## src/rtl/frame_pkg.sv

```systemverilog
// rtl/frame_pkg.sv - shared frame geometry constants, writer state enum and row address helper
package frame_pkg;

    localparam int WIDTH         = 640;
    localparam int HEIGHT        = 480;
    localparam int BPP           = 3;
    localparam int WORD_PIX      = 8;
    localparam int WORD_W        = WORD_PIX * BPP;
    localparam int WORDS_PER_ROW = WIDTH / WORD_PIX;
    localparam int FB_ADDR_W     = 16;
    localparam int CNT_W         = 7;

    typedef enum logic [1:0] {
        IDLE,
        WRITE,
        FINISH
    } fw_state_t;

    // row*80 as a shift-add so no multiplier is inferred
    function automatic logic [FB_ADDR_W-1:0] row_base(input logic [8:0] row);
        return FB_ADDR_W'({row, 6'b0}) + FB_ADDR_W'({row, 4'b0});
    endfunction

endpackage

```

## src/rtl/frame_row_writer.sv

```systemverilog
// rtl/frame_row_writer.sv - moves one received pixel row into the frame RAM around VGA reads
module frame_row_writer
    import frame_pkg::*;
#(
    parameter int WIDTH    = frame_pkg::WIDTH,
    parameter int HEIGHT   = frame_pkg::HEIGHT,
    parameter int BPP      = frame_pkg::BPP,
    parameter int WORD_PIX = frame_pkg::WORD_PIX,
    parameter int ADDR_W   = frame_pkg::FB_ADDR_W
) (
    input  logic                      clk,
    input  logic                      rst_n,
    input  logic                      row_done,
    input  logic [8:0]                row_num,
    input  logic [WIDTH*BPP-1:0]      row_data,
    input  logic                      vga_rd_req,
    input  logic [ADDR_W-1:0]         vga_rd_addr,
    output logic                      vga_rd_gnt,
    output logic [ADDR_W-1:0]         mem_addr,
    output logic                      mem_we,
    output logic [WORD_PIX*BPP-1:0]   mem_wdata,
    output logic                      busy,
    output logic                      wr_done,
    output logic                      row_err,
    output logic                      overflow
);

    localparam int ROW_W = WIDTH * BPP;
    localparam int WW    = WORD_PIX * BPP;
    localparam int WPR   = WIDTH / WORD_PIX;
    localparam int SEL_W = $clog2(ROW_W);

    fw_state_t         state;
    logic [CNT_W-1:0]  cnt;
    logic [ADDR_W-1:0] base;
    logic [ROW_W-1:0]  row_reg;
    logic [SEL_W-1:0]  sel;
    logic              wr_slot;
    logic              last_word;
    logic              row_ok;

    // A write slot is any WRITE cycle the VGA reader leaves free; reset kills it at once
    assign wr_slot    = rst_n && (state == WRITE) && !vga_rd_req;
    assign last_word  = (cnt == CNT_W'(WPR - 1));
    assign row_ok     = (32'(row_num) < HEIGHT);
    assign sel        = SEL_W'(cnt) * SEL_W'(WW);
    assign mem_wdata  = row_reg[sel +: WW];
    assign mem_we     = wr_slot;
    assign vga_rd_gnt = vga_rd_req;

    // Port mux: VGA owns the address whenever it asks, otherwise the current row word
    always_comb begin
        mem_addr = '0;
        if (vga_rd_req) begin
            mem_addr = vga_rd_addr;
        end else if (rst_n && state == WRITE) begin
            mem_addr = base + ADDR_W'(cnt);
        end
    end

    // Transfer FSM with registered status flags
    always_ff @(posedge clk) begin
        if (!rst_n) begin
            state    <= IDLE;
            cnt      <= '0;
            base     <= '0;
            busy     <= 1'b0;
            wr_done  <= 1'b0;
            row_err  <= 1'b0;
            overflow <= 1'b0;
        end else begin
            wr_done  <= 1'b0;
            row_err  <= 1'b0;
            overflow <= row_done && (state != IDLE);
            case (state)
                IDLE: begin
                    if (row_done) begin
                        if (row_ok) begin
                            row_reg <= row_data;
                            base    <= ADDR_W'(row_base(row_num));
                            cnt     <= '0;
                            busy    <= 1'b1;
                            state   <= WRITE;
                        end else begin
                            row_err <= 1'b1;
                        end
                    end
                end
                WRITE: begin
                    if (!vga_rd_req) begin
                        cnt <= cnt + 1'b1;
                        if (last_word) begin
                            wr_done <= 1'b1;
                            state   <= FINISH;
                        end
                    end
                end
                FINISH: begin
                    busy  <= 1'b0;
                    state <= IDLE;
                end
                default: begin
                    busy  <= 1'b0;
                    state <= IDLE;
                end
            endcase
        end
    end

endmodule

```

## config.mk

```make
export PLATFORM = sky130hd
export DESIGN_NAME = frame_row_writer
export DESIGN_NICKNAME = d
export VERILOG_FILES = /design/src/rtl/frame_pkg.sv /design/src/rtl/frame_row_writer.sv
export SDC_FILE = /design/constraint.sdc
export NUM_CORES = 2
export LEC_CHECK = 0
export CAP_MARGIN = 20
export CORE_AREA = 5 5 764 766
export DETAILED_ROUTE_END_ITERATION = 6
export DIE_AREA = 0 0 769 771
export PLACE_DENSITY_LB_ADDON = 0.1
export REMOVE_ABC_BUFFERS = 1
export SLEW_MARGIN = 15
export SYNTH_ARGS = -nofsm -noshare
export SYNTH_HDL_FRONTEND = slang
export SYNTH_SLANG_ARGS = --single-unit
```

## constraint.sdc

```tcl
create_clock -name clk -period 166.4 [get_ports clk]
set_input_delay 33.28 -clock clk [delete_from_list [all_inputs] [get_ports clk]]
set_output_delay 33.28 -clock clk [all_outputs]
set_load 0.03 [all_outputs]
```

* Word level (Yosys, flattened, before mapping)
Cells that the tools add are included.
** Word-level totals
- Bits in registers :: 1949
- Bits of input ports :: 1949
- Output and inout port bits :: 46
- Logic and storage cells :: 52
** Operators by class
- Add/sub/neg operators :: 3
- Multipliers :: 1
- Order comparisons :: 1
- Equality and inequality tests :: 6
- Shift-type cells :: 1
- Multiplexer cells :: 16
- Bitwise gates (word level) :: 2
- Reductions and logical operators :: 14
** Operator list (count)
- indexed part select 1920 x 12 -> 24 bit :: 1
- two-way mux 16 bit :: 2
- two-way mux 7 bit :: 3
- adder 15 x 13 -> 16 bit :: 1
- adder 16 x 7 -> 16 bit :: 1
- one-hot mux 7 bit (2 select lines) :: 1
- AND reduction 4 bit :: 3
- less-than comparator 9 bit, second input constant :: 1
- AND reduction 3 bit :: 3
- multiplier 7 x 2 -> 8 bit, second input constant :: 1
- two-way mux 2 bit :: 4
- inequality test 2 bit, second input constant :: 4
- adder 7 x 1 -> 7 bit, second input constant :: 1
- equality test 7 bit, second input constant :: 1
- two-way mux 1 bit :: 4
- one-hot mux 2 bit (2 select lines) :: 1
- nonzero test 2 bit :: 2
- logical AND 1 bit :: 3
- OR reduction 3 bit :: 1
- equality test 2 x 1 -> 1 bit, second input constant :: 1
- zero test 2 bit :: 1
- inverter 1 bit :: 2
- one-hot mux 1 bit (2 select lines) :: 1
- zero test 1 bit :: 1

* Logic depth before layout (Yosys ltp)
- Word-level depth :: 4
- Gate-level depth with buffers :: 15
- Depth with buffers taken out :: 11

* Worst setup path after synthesis
OpenSTA, ideal clock, no wires.
- Path kind :: input to register
- Start :: input port row_num[6]
- End :: register row_reg[0] (enable)
- Library setup time :: 4280 ps
- Data arrival time :: 113421 ps
- Data required time :: 162120 ps
- Path slack :: 48699 ps
- Stages on the path :: 6
- Cells stage by stage :: nand4_1 > nand3_1 > or2_2 > clkbuf_1 > clkbuf_1 > nor2_1
** Between the ends
- Cells in the longest elaborated chain, start to end :: 2
** RTL lines
- start, declared :: RTL line frame_row_writer.sv:14 : input logic [8:0] row_num,
- less-than comparator 9 bit :: RTL line frame_row_writer.sv:45 : assign row_ok = (32'(row_num) < HEIGHT);
- AND reduction 4 bit (no line)
- end signal, assigned :: RTL line frame_row_writer.sv:79 : row_reg <= row_data;
- end, declared :: RTL line frame_row_writer.sv:36 : logic [ROW_W-1:0] row_reg;
No other way between the ends.
A chain may end at the register's enable or synchronous reset.

* Worst setup path after layout
- Start :: input port rst_n
- End :: output port mem_addr[9]
** Between the ends
- Cells in the longest elaborated chain, start to end :: 3
** RTL lines
- start, declared :: RTL line frame_row_writer.sv:12 : input logic rst_n,
- logical AND 1 bit :: RTL line frame_row_writer.sv:56 : end else if (rst_n && state == WRITE) begin
- two-way mux 16 bit :: RTL line frame_row_writer.sv:56
- two-way mux 16 bit :: RTL line frame_row_writer.sv:54 : if (vga_rd_req) begin
- end, declared :: RTL line frame_row_writer.sv:19 : output logic [ADDR_W-1:0] mem_addr,
No other way between the ends.

==> flow_summary.json <==
{
  "cp-start-kind": "primary input",
  "yosysWarnings": 0,
  "hold_class": "reg -> reg",
  "synth-edff-count": 1920,
  "clkSinkCount": 1945,
  "antenna_found_initial": 588,
  "crit_top_cell": "clkdlybuf4s50_1",
  "layout.nets": 9666,
  "wirelength_um": 599000,
  "fin_cells": 15665,
  "area_growth_pct": 35.3,
  "cp.arrival_ns": 35.78,
  "critPathSlowestCell": "clkdlybuf4s50_1",
  "cts_root_buffer": "clkbuf_16",
  "dp_hpwl_um": 469000,
  "layout_common_cells": "clkdlybuf4s50_1, edfxtp_1, mux4_2",
  "endpoint_kind": "output port",
  "grt_pass1_wl_um": 773000,
  "worstHoldStart": "busy$_SDFFE_PN0P_",
  "via_count": 74093,
  "leakage_uw": 0.0439,
  "skew_ns": 0.0561,
  "seqPwrFrac": 0.422,
  "p_per_area_nw_per_um2": 9.70,
  "rsz0062_at_grt": "false",
  "power_frac_comb": 0.150,
  "dp.cells": 15012,
  "r2r-start": "state[0]$_SDFFE_PN0P_",
  "die_x_um": 769,
  "cts_max_level": 5,
  "ys_types": 76,
  "worstPathRequired_ns": 133.12,
  "clockBufferDepth": 4,
  "syn_area_per_cell_um2": 18.5,
  "syn_area_um2": 106000,
  "hold_viol_final": 0,
  "slew_viol_final": 0,
  "path_clk_slew_ns": 0.05,
  "firstDrtPassIters": 5,
  "rows": 279,
  "gp_congestion": 0.829,
  "ys_seq_area_frac": 0.547,
  "slew_headroom": 0.134,
  "die_h_um": 771,
  "grt_overflow": 0,
  "setup_viol_count_final": 0,
  "clock_power_share": 0.428,
  "layout-drive-gt1-share": 0.278,
  "first_iter_violations": 7183,
  "routedWlPerCell_um": 38.2,
  "drcViolationCount": 0,
  "post-route-period-util": 0.415,
  "crit_chain": "clkdlybuf4s50_1 > nand2b_1 > or2_2 > nor2_1 > a22o_1 > clkdlybuf4s50_1",
  "clk-insertion-delay-late_ns": 0.93,
  "numCtsBuffers": 270,
  "crit_start": "rst_n",
  "critPathMaxFanout": 10,
  "synth-async-reset-ratio": 0,
  "grt_pass1_vias": 75530,
  "setup_tns_ns": 0,
  "ant_nets": 0,
  "cts_tree": "yes",
  "p_sw_uw": 359,
  "vias_per_cell": 4.73,
  "portBuffers": 1994,
  "p_sw_frac": 0.257,
  "power.internal_uw": 1040,
  "grt_max_degree": 160,
  "drv_cap": 0,
  "ys.flop_type": "edfxtp_1",
  "tightest_slew_ns": 1.30,
  "grt_usage": 0.194,
  "max_freq_mhz": 14.5,
  "largest_register_ff_count": 1920,
  "layout_min_cycle_time_ns": 69.06,
  "cts-resized-gates": 0,
  "synthCells": 5759,
  "final_common_cell": "clkdlybuf4s50_1",
  "die_area_um2": 593000,
  "cts_setup_buffers": 0,
  "ctsHoldBuffers": 0,
  "io_pins": 1995,
  "status": "finished, final reports clean",
  "fp.coreArea_um2": 576000,
  "cpPeakStageDelay_ns": 0.68,
  "path_class": "in -> out",
  "ir_drop_v": 0.00000834,
  "ys_seq_elements": 1945,
  "initial_core_util": 0.185
}
## final cells by class
| class | instances | area, um2 |
|---|---|---|
| fill | 59053 | 432000 |
| sequential | 1945 | 58200 |
| multi-input combinational | 3271 | 45100 |
| timing repair buffer | 2190 | 21700 |
| tap | 7587 | 9490 |
| clock buffer | 320 | 7110 |
| clock inverter | 161 | 1770 |
| antenna | 172 | 430 |
| inverter | 19 | 83.8 |
## synth_stat cells, drive strengths merged (10+ instances only)
| master | n | area (um2) |
|---|---|---|
| mux2 | 14 | 158 |
| nand2 | 626 | 2350 |
| a221oi | 17 | 155 |
| ha | 17 | 213 |
| a22oi | 12 | 90.1 |
| o31ai | 13 | 97.6 |
| or3 | 11 | 68.8 |
| a22o | 13 | 114 |
| mux4 | 1533 | 34500 |
| nand3 | 162 | 811 |
| nor3 | 32 | 170 |
| a32oi | 66 | 578 |
| clkbuf | 109 | 409 |
| o211ai | 16 | 120 |
| and3 | 20 | 125 |
| nor2 | 104 | 390 |
| o22ai | 10 | 62.6 |
| mux2i | 198 | 1980 |
| buf | 415 | 2880 |
| nor2b | 14 | 87.6 |
| nand4 | 65 | 407 |
| dfxtp | 25 | 500 |
| a31oi | 35 | 219 |
| a211oi | 28 | 210 |
| o21ai | 42 | 210 |
| inv | 17 | 63.8 |
| a32o | 17 | 170 |
| xnor2 | 17 | 149 |
| edfxtp | 1920 | 57700 |
| a21oi | 93 | 469 |
## layer usage
layer,wire length (um),track usage,share of wire,vias up
met2,289000,0.325,0.48,3817
li1,-,-,-,29175
met5,1440,0,0.0024,-
met3,47500,0.0539,0.079,1173
met1,244000,0.247,0.41,39696
met4,16900,0.0496,0.028,232
## final timing paths
check             cells after the start                endpoint  slack (ns)
setup / recovery                      6             mem_addr[9]       97.34
hold / removal                        2       busy$_SDFFE_PN0P_        0.46
setup reg to reg                      9  row_reg[919]$_DFFE_PP_      160.35
hold reg to reg                       2       busy$_SDFFE_PN0P_        0.46
## critical path, delay by kind of cell
| kind | cells | cell delay, ns |
|---|---|---|
| AO/OA/AOI/OAI | 1 | 0.23 |
| buffers and inverters | 2 | 1.21 |
| AND/OR/NAND/NOR | 3 | 1.04 |
## cells by family (layout without fill, tap and decap cells)
| family | after synthesis | after routing | share of synthesized area |
|---|---|---|---|
| flops | 1945 | 1945 | 0.547 |
| mux | 1745 | 1745 | 0.345 |
| simple gates | 1062 | 1062 | 0.0433 |
| buf+inv | 543 | 2690 | 0.0317 |
| compound gates | 420 | 420 | 0.0283 |
| xor+xnor | 24 | 24 | 0.00212 |
| fa+ha+maj | 20 | 20 | 0.00257 |
| other cells | 0 | 172 | 0 |
## through the flow
| stage | cell area, um2 | setup WS, ns | power (uW) | hold slack, ns | utilization |
|---|---|---|---|---|---|
| 6_report | 144000 | 97.34 | 1400 | 0.464 | 0.250 |
| 5_1_grt | 144000 | 97.24 | 1450 | 0.493 | 0.249 |
| 4_1_cts | 143000 | 97.37 | 1420 | 0.465 | 0.249 |
| 3_5_place_dp | 135000 | 97.37 | 811 | 0.457 | 0.234 |
| 3_3_place_gp | 135000 | 97.34 | 811 | 0.447 | 0.234 |
| 2_1_floorplan | 103000 | 48.91 | 1020 | 0.422 | - |
## power by group through the flow
| stage | clock network [uW] | registers [uW] | logic [uW] |
|---|---|---|---|
| global route | 636 | 590 | 223 |
| detailed placement | 0 | 598 | 213 |
| floorplan | 0 | 677 | 344 |
| global placement | 0 | 598 | 213 |
| CTS | 619 | 588 | 214 |
| finish | 598 | 588 | 210 |
Note: power is estimated with default switching activity, not from simulation.
